$ cat config.mk
export PLATFORM = sky130hd
export DESIGN_NAME = alu_rr_scheduler
export DESIGN_NICKNAME = d
export VERILOG_FILES = /design/src/rtl/alu_pkg.sv /design/src/rtl/alu5_core.sv /design/src/rtl/alu_rr_scheduler.sv
export SDC_FILE = /design/constraint.sdc
export NUM_CORES = 1
export LEC_CHECK = 0
export BUFFER_PORTS_ARGS = -buffer_cell sky130_fd_sc_hd__buf_4
export CORE_UTILIZATION = 45
export CTS_CLUSTER_DIAMETER = 200
export DETAILED_ROUTE_END_ITERATION = 10
export PLACE_DENSITY = 0.75
export RECOVER_POWER = 50
export SKIP_LAST_GASP = 1
export SLEW_MARGIN = 25
export SYNTH_ARGS = -nofsm -noshare
export SYNTH_HDL_FRONTEND = slang
export SYNTH_SLANG_ARGS = --single-unit
export TNS_END_PERCENT = 5
$ cat constraint.sdc
create_clock -name clk -period 2.9 [get_ports clk]
set_input_delay 0.145 -clock clk [delete_from_list [all_inputs] [get_ports clk]]
set_output_delay 0.145 -clock clk [all_outputs]
set_load 0.005 [all_outputs]
$ cat src/rtl/alu_pkg.sv
// Shared types and constants for the 5-bit ALU and its round-robin scheduler.
package alu_pkg;

  localparam int unsigned ALU_W = 5;
  localparam int unsigned OP_W  = 3;

  localparam logic [OP_W-1:0] OP_ADD = 3'd0;
  localparam logic [OP_W-1:0] OP_SUB = 3'd1;
  localparam logic [OP_W-1:0] OP_AND = 3'd2;
  localparam logic [OP_W-1:0] OP_OR  = 3'd3;
  localparam logic [OP_W-1:0] OP_XOR = 3'd4;
  localparam logic [OP_W-1:0] OP_NOT = 3'd5;
  localparam logic [OP_W-1:0] OP_SHL = 3'd6;
  localparam logic [OP_W-1:0] OP_SHR = 3'd7;

  typedef enum logic [1:0] {
    ST_IDLE = 2'd0,
    ST_EXEC = 2'd1,
    ST_RESP = 2'd2
  } sched_state_e;

  typedef struct packed {
    logic [OP_W-1:0]  op;
    logic [ALU_W-1:0] a;
    logic [ALU_W-1:0] b;
  } alu_req_t;

  typedef struct packed {
    logic [ALU_W-1:0] result;
    logic             carry;
    logic             zero;
  } alu_rsp_t;

endpackage

$ cat src/rtl/alu5_core.sv
// Combinational 5-bit, 8-operation ALU; carry is only produced by add.
module alu5_core
  import alu_pkg::*;
(
  input  alu_req_t req_i,
  output alu_rsp_t rsp_o
);

  logic [ALU_W:0]   sum_c;
  logic [ALU_W-1:0] result_c;
  logic             carry_c;

  always_comb begin
    sum_c    = {1'b0, req_i.a} + {1'b0, req_i.b};
    result_c = '0;
    carry_c  = 1'b0;
    case (req_i.op)
      OP_ADD: {carry_c, result_c} = sum_c;
      OP_SUB: result_c = req_i.a - req_i.b;
      OP_AND: result_c = req_i.a & req_i.b;
      OP_OR:  result_c = req_i.a | req_i.b;
      OP_XOR: result_c = req_i.a ^ req_i.b;
      OP_NOT: result_c = ~req_i.a;
      OP_SHL: result_c = {req_i.a[ALU_W-2:0], 1'b0};
      OP_SHR: result_c = {1'b0, req_i.a[ALU_W-1:1]};
      default: result_c = '0;
    endcase
  end

  assign rsp_o.result = result_c;
  assign rsp_o.carry  = carry_c;
  assign rsp_o.zero   = (result_c == '0);

endmodule

$ cat src/rtl/alu_rr_scheduler.sv
// Round-robin scheduler sharing one alu5_core among NREQ requesters (IDLE->EXEC->RESP).
// Define ALU_RR_SCHED_STATS_EN to build the saturating per-requester grant counters.
module alu_rr_scheduler
  import alu_pkg::*;
#(
  parameter  int unsigned NREQ = 2,
  localparam int unsigned IDW  = (NREQ > 1) ? $clog2(NREQ) : 1
) (
  input  logic                  clk,
  input  logic                  rst,
  input  logic [NREQ-1:0]       req_valid,
  output logic [NREQ-1:0]       req_ready,
  input  logic [OP_W*NREQ-1:0]  req_op,
  input  logic [ALU_W*NREQ-1:0] req_a,
  input  logic [ALU_W*NREQ-1:0] req_b,
  output logic                  resp_valid,
  input  logic                  resp_ready,
  output logic [IDW-1:0]        resp_id,
  output logic [ALU_W-1:0]      resp_result,
  output logic                  resp_carry,
  output logic                  resp_zero,
  output logic                  busy,
  output logic [8*NREQ-1:0]     stat_grants
);

  sched_state_e   state_q;
  logic [IDW-1:0] last_q;
  logic [IDW-1:0] id_q;
  alu_req_t       req_q;
  alu_rsp_t       rsp_q;
  logic [IDW-1:0] resp_id_q;
  logic           resp_valid_q;
  logic           busy_q;

  logic           found_c;
  logic [IDW-1:0] winner_c;
  logic           grant_c;
  alu_req_t       sel_c;
  alu_rsp_t       alu_rsp_c;

  // First valid requester after the last winner, wrapping modulo NREQ.
  always_comb begin
    found_c  = 1'b0;
    winner_c = '0;
    for (int unsigned k = 1; k <= NREQ; k++) begin
      if (!found_c && req_valid[(32'(last_q) + k) % NREQ]) begin
        found_c  = 1'b1;
        winner_c = IDW'((32'(last_q) + k) % NREQ);
      end
    end
  end

  assign grant_c = (state_q == ST_IDLE) && found_c;

  always_comb begin
    req_ready = '0;
    if (grant_c) req_ready[winner_c] = 1'b1;
  end

  always_comb begin
    sel_c.op = req_op[OP_W*32'(winner_c) +: OP_W];
    sel_c.a  = req_a[ALU_W*32'(winner_c) +: ALU_W];
    sel_c.b  = req_b[ALU_W*32'(winner_c) +: ALU_W];
  end

  alu5_core u_core (
    .req_i (req_q),
    .rsp_o (alu_rsp_c)
  );

  always_ff @(posedge clk) begin
    if (rst) begin
      state_q      <= ST_IDLE;
      last_q       <= IDW'(NREQ - 1);
      id_q         <= '0;
      req_q        <= '0;
      rsp_q        <= '0;
      resp_id_q    <= '0;
      resp_valid_q <= 1'b0;
      busy_q       <= 1'b0;
    end else begin
      case (state_q)
        ST_IDLE: begin
          if (grant_c) begin
            req_q   <= sel_c;
            id_q    <= winner_c;
            last_q  <= winner_c;
            busy_q  <= 1'b1;
            state_q <= ST_EXEC;
          end
        end
        ST_EXEC: begin
          rsp_q        <= alu_rsp_c;
          resp_id_q    <= id_q;
          resp_valid_q <= 1'b1;
          state_q      <= ST_RESP;
        end
        ST_RESP: begin
          if (resp_ready) begin
            resp_valid_q <= 1'b0;
            busy_q       <= 1'b0;
            state_q      <= ST_IDLE;
          end
        end
        default: begin
          resp_valid_q <= 1'b0;
          busy_q       <= 1'b0;
          state_q      <= ST_IDLE;
        end
      endcase
    end
  end

  assign resp_valid  = resp_valid_q;
  assign resp_id     = resp_id_q;
  assign resp_result = rsp_q.result;
  assign resp_carry  = rsp_q.carry;
  assign resp_zero   = rsp_q.zero;
  assign busy        = busy_q;

`ifdef ALU_RR_SCHED_STATS_EN
  logic [7:0] grants_q [NREQ];

  // Saturating grant counters, one per requester.
  always_ff @(posedge clk) begin
    if (rst) begin
      for (int unsigned i = 0; i < NREQ; i++) grants_q[i] <= '0;
    end else if (grant_c && (grants_q[winner_c] != 8'hFF)) begin
      grants_q[winner_c] <= grants_q[winner_c] + 8'd1;
    end
  end

  always_comb begin
    stat_grants = '0;
    for (int unsigned i = 0; i < NREQ; i++) stat_grants[8*i +: 8] = grants_q[i];
  end
`else
  assign stat_grants = '0;
`endif

endmodule
* Yosys cells after proc, flatten, opt, wreduce, memory -nomap -nowiden
Cells that the tools add are included.
** Storage, ports and cells
- Word-level logic and storage cells :: 73
- Flip-flop bits (word level) :: 27
- Output and inout bits :: 28
** Cells by class
- $mul :: 2
- Equality and inequality tests :: 11
- Shift-type cells :: 3
- Add/sub/neg operators :: 4
- Mux-type cells :: 20
- Reduce and logical (&&, ||, !) cells :: 11
- Order comparisons :: 4
- Bitwise gates (word level) :: 6
** Operators with widths (number)
- case mux 5 bit (8 select lines) :: 1
- indexed part select 10 x 5 -> 5 bit :: 2
- == test 3 bit (second input constant) :: 4
- 2-to-1 mux 1 bit :: 12
- adder 5 x 5 -> 6 bit :: 1
- == test 3 x 2 -> 1 bit (second input constant) :: 2
- less-than comparator 1 x 2 -> 1 bit (second input constant) :: 3
- 2-to-1 mux 2 bit :: 3
- case mux 1 bit (3 select lines) :: 2
- case mux 2 bit (3 select lines) :: 1
- AND reduction 2 bit :: 3
- indexed part select 6 x 4 -> 3 bit :: 1
- bitwise AND 5 bit :: 1
- logical NOT 5 bit :: 1
- NOT 5 bit :: 1
- OR 5 bit :: 1
- subtractor 5 bit :: 1
- bitwise XOR 5 bit :: 1
- multiplier 3 x 1 -> 4 bit (first input constant) :: 1
- != test 2 bit (second input constant) :: 2
- == test 3 x 1 -> 1 bit (second input constant) :: 1
- logical AND 1 bit :: 3
- logical NOT 3 bit :: 1
- multiplier 2 x 1 -> 3 bit (first input constant) :: 1
- 9 further kinds :: 11

* Logic depth before layout (Yosys ltp)
- Depth after elaboration :: 12
- Gate-level depth with buffers :: 10
- Gate-level depth less buffers :: 10

* Hierarchy
A second synthesis with hierarchy kept.
** Second synthesis, totals
- Cells, all modules :: 271
- Area total of the unflattened synthesis :: 2026.9 um^2
** By module, submodules not included
- alu_rr_scheduler :: times used 1, area an instance 1237.4 um^2, cells each 155, seq. area each 540.5 um^2
- alu5_core :: times used 1, area an instance 789.5 um^2, cells each 116, seq. area each 0.0 um^2

* Least setup slack after synthesis
No wires, ideal clock.
- Path type :: reg-to-reg
- Start :: register req_q[5] (netlist name)
- End :: register rsp_q, in the netlist resp_zero
- Stages on the path, launching flop included :: 10
- Data required time :: 2.825 ns
- Path slack :: 0.751 ns
- Setup time :: 0.075 ns
- Period minus slack after synthesis :: 2.149 ns
- Arrival time :: 2.074 ns
- Path through :: dfxtp_1 > inv_1 > ha_1 > inv_1 > fa_1 > nor3b_1 > a211o_1 > a32oi_1 > or4_1 > o22ai_1
** On the way
- Cells in the longest elaborated chain, start to end :: 3
- Elaborated cells between the ends (all ways) :: 8
- Those cells by class :: 2 x add/sub; 1 x mux; 4 x bitwise; 1 x reduce/logical
** Ends and longest elaborated chain
- start: declaration :: line alu_rr_scheduler.sv:29 : alu_req_t req_q;
- start signal: assignment :: line alu_rr_scheduler.sv:85 : req_q <= sel_c;
- subtractor 5 bit (tied with other cells) :: line alu5_core.sv:19 : OP_SUB: result_c = req_i.a - req_i.b;
- case mux 5 bit (8 select lines) * :: line alu5_core.sv:17 : case (req_i.op)
- logical NOT 5 bit * :: line alu5_core.sv:32 : assign rsp_o.zero = (result_c == '0);
- end signal: assignment :: line alu_rr_scheduler.sv:93 : rsp_q <= alu_rsp_c;
- end: declaration :: line alu_rr_scheduler.sv:30 : alu_rsp_t rsp_q;
Mark *: on every way between the ends. The rest lies on a longest branch, timed or not.
A chain may end at the register's enable or synchronous reset.

* Worst setup path in the final report
Same ends and word-level chain as after synthesis.

==> run_results.csv <==
group,metric,value,unit
die,dieArea,4540,sq um
min_path,worstHoldPathType,"in -> reg",
placement,place.gp.congestion,0.818,
cells_and_area,syn_to_final_growth,14.0,%
clock_tree,cts_buffers,3,
synth,ys_types,56,
die,ios,59,
detailed_routing,dr_total_vias,1722,
detailed_routing,totalWireLength,4.16,mm
timing,skew,0.00981,ns
clock_tree,clock_latency,0.28,ns
cells_and_area,final_cell_mix,"32 x buf_4, 29 x nor2_1, 27 x dfxtp_1",
global_routing,grt_pass1_wl,6.58,mm
die,initial_core_util,47.4,%
clock_tree,clk_path_buf_depth,2,
setup_path,arrival,2.54,ns
cells_and_area,multi_input_area,1150,sq um
timing,fmax,431,MHz
setup_path,cp_slowest_stage_delay,0.51,ns
synth,async_flop_share,0,%
timing,setup_violations,0,
synth,synth-seq-area-share,28.1,%
placement,hpwl,3.16,mm
setup_path,crit_fanout,4,
detailed_routing,highest_layer,"met4",
die,die_h,67.4,microns
setup_path,critPathBufInv,2,
timing,setup_tns,0,ns
clock_tree,cts.repair.resized,0,
synth,syn_avg_cell_area,8.39,sq um
synth,synth-main-ff-cell,"dfxtp_1",
clock_tree,cts_tree,"yes",
clock_tree,cts_hold_buf,0,
timing,rsz0062_at_grt,"no",
global_routing,grt_usage,18.9,%
timing,min_period,2.32,ns
cells_and_area,drive_above_1_share,19.5,%
cells_and_area,seqCellArea,541,sq um
synth,yosysTopAreaCell,"dfxtp_1",
placement,placedCellCount,308,
detailed_routing,viasPerCell,5.52,
pwr,cellLeakagePower,0.000969,uW
clock_tree,numClockSinks,27,
placement,numPortBuffers,42,
detailed_routing,wire_per_inst,13.3,microns
timing,hold_violations,0,
detailed_routing,drt_iter0_drc,98,
synth,yosysWarnings,0,
detailed_routing,antenna_left,0,
synth,synth.area.top_cells,"dfxtp_1 28%, ha_1 9.1%, a222oi_1 6.8%",
timing,finalMaxSlewViolations,0,
die,die_w,67.4,microns
cells_and_area,largest_reg_flops,13,
synth,syn_area,1920,sq um
setup_path,slowest_stage,"or4_1",
cells_and_area,top_register,"req_q",
cells_and_area,final_cells,312,
clock_tree,path_clk_slew,0.10,ns
global_routing,grt-ovfl-total,0,
job,max-cap-violations,0,
setup_path,path_class,"reg -> reg",
timing,period_share,80.0,%
global_routing,grt_pass1_vias,1465,
cells_and_area,final_common_cell,"buf_4",
detailed_routing,dr.pass1.iters,5,
detailed_routing,dr_wl_met3,249,microns
timing,worstMarginPinSlew,0.874,ns
detailed_routing,drc,0,
setup_path,worstSetupEndpointType,"register",
setup_path,cp-start-kind,"register",
setup_path,crit_top_cell,"inv_1",
global_routing,grt_max_degree,30,
synth,yosysTopAreaCellShare,28.1,%
synth,synth-edff-count,0,
clock_tree,clock-root-buffer,"clkbuf_8",
setup_path,crit_chain,"inv_1 > ha_1 > inv_1 > fa_1 > nor3b_1 > a211o_1 > a32oi_1 > or4_1 > o22ai_1",
die,rows,23,
die,coreArea,4060,sq um
pwr,power_density,473,nW/um^2
clock_tree,post-cts-setup-buffer-count,0,
cells_and_area,diodes,0,
run_status,status,"finished clean",
synth,synthCells,229,
global_routing,antenna_found_initial,0,
cells_and_area,layout.nets,310,
detailed_routing,met2WireLength,1.89,mm
synth,synth-seq-cells,27,
pwr,vdd_drop_max,0.313,mV
setup_path,worstPathRequired,3.12,ns
cells_and_area,fill_cells,396,
timing,slew_headroom,41.7,%
clock_tree,ctsHtreeMaxLevel,1,
setup_path,crit_family,"simple AND/OR/NAND/NOR gates",
detailed_routing,route.layer.met1.wl,1.94,mm
-- per-stage QoR --
step	worst slack [ns]	instance area, sq um	hold slack (ns)	total power [uW]	utilization [%]
after floorplan	0.751	1980	0.295	737	-
after global placement	0.647	2150	0.383	819	53.0
after detailed placement	0.605	2150	0.391	827	53.0
after CTS	0.582	2200	0.100	1050	54.2
after global routing	0.413	2190	0.108	1100	54.0
final	0.581	2190	0.106	1040	54.0
-- final cells by class --
class / count / area share, %
clock buffers: 3 / 1.88
clock inverters: 1 / 0.343
inverters: 18 / 3.08
multi-input cells: 169 / 52.4
flip-flops and latches: 27 / 24.7
well taps: 50 / 2.86
repair buffers: 44 / 14.7
-- logic make-up (layout without fill, tap and decap cells) --
family / after synthesis / after routing / share of synthesized area [%]
buffers and inverters: 48 / 66 / 14.9
AND/OR/NAND/NOR: 69 / 69 / 17.8
adder cells (fa/ha/maj): 16 / 16 / 11.2
XOR/XNOR: 2 / 2 / 0.912
flip-flops: 27 / 27 / 28.1
other: 1 / 16 / 0.195
AO/OA/AOI/OAI: 63 / 63 / 24.6
multiplexers: 3 / 3 / 2.28
-- cell usage after synthesis (all sizes together) (5+ instances only) --
library cell and count:
nor2 29, dfxtp 27, buf 25, inv 18, a21oi 15, nand2 15
ha 14, a222oi 13, o21ai 9, clkbuf 5
-- routing by layer --
layer | track usage [%] | up-vias
li1 | - | 850
met1 | 26.4 | 784
met2 | 29.1 | 79
met3 | 2.20 | 9
met4 | 8.24 | 0
met5 | 0 | -
-- worst min-delay path, cell delays in order --
cell	delay, ns
buf_4	0.08
a222oi_1	0.05
nor2_1	0.07
-- where the power goes --
group | switching (uW) | leakage, uW | internal (uW)
logic | 181 | 0.000725 | 172
registers | 56.1 | 0.000222 | 407
clock network | 122 | 0.0000217 | 97.7
total | 359 | 0.000969 | 677
-- worst paths after layout --
check | start | endpoint | slack [ns] | cells after the start
hold reg to reg | resp_carry | resp_carry | 0.46 | 2
setup reg to reg | req_q[5] | resp_zero | 0.58 | 9
hold / removal | req_a[5] | req_q[5] | 0.11 | 3
setup / recovery | req_q[5] | resp_zero | 0.58 | 9
Power figures use the tool's default switching activity.
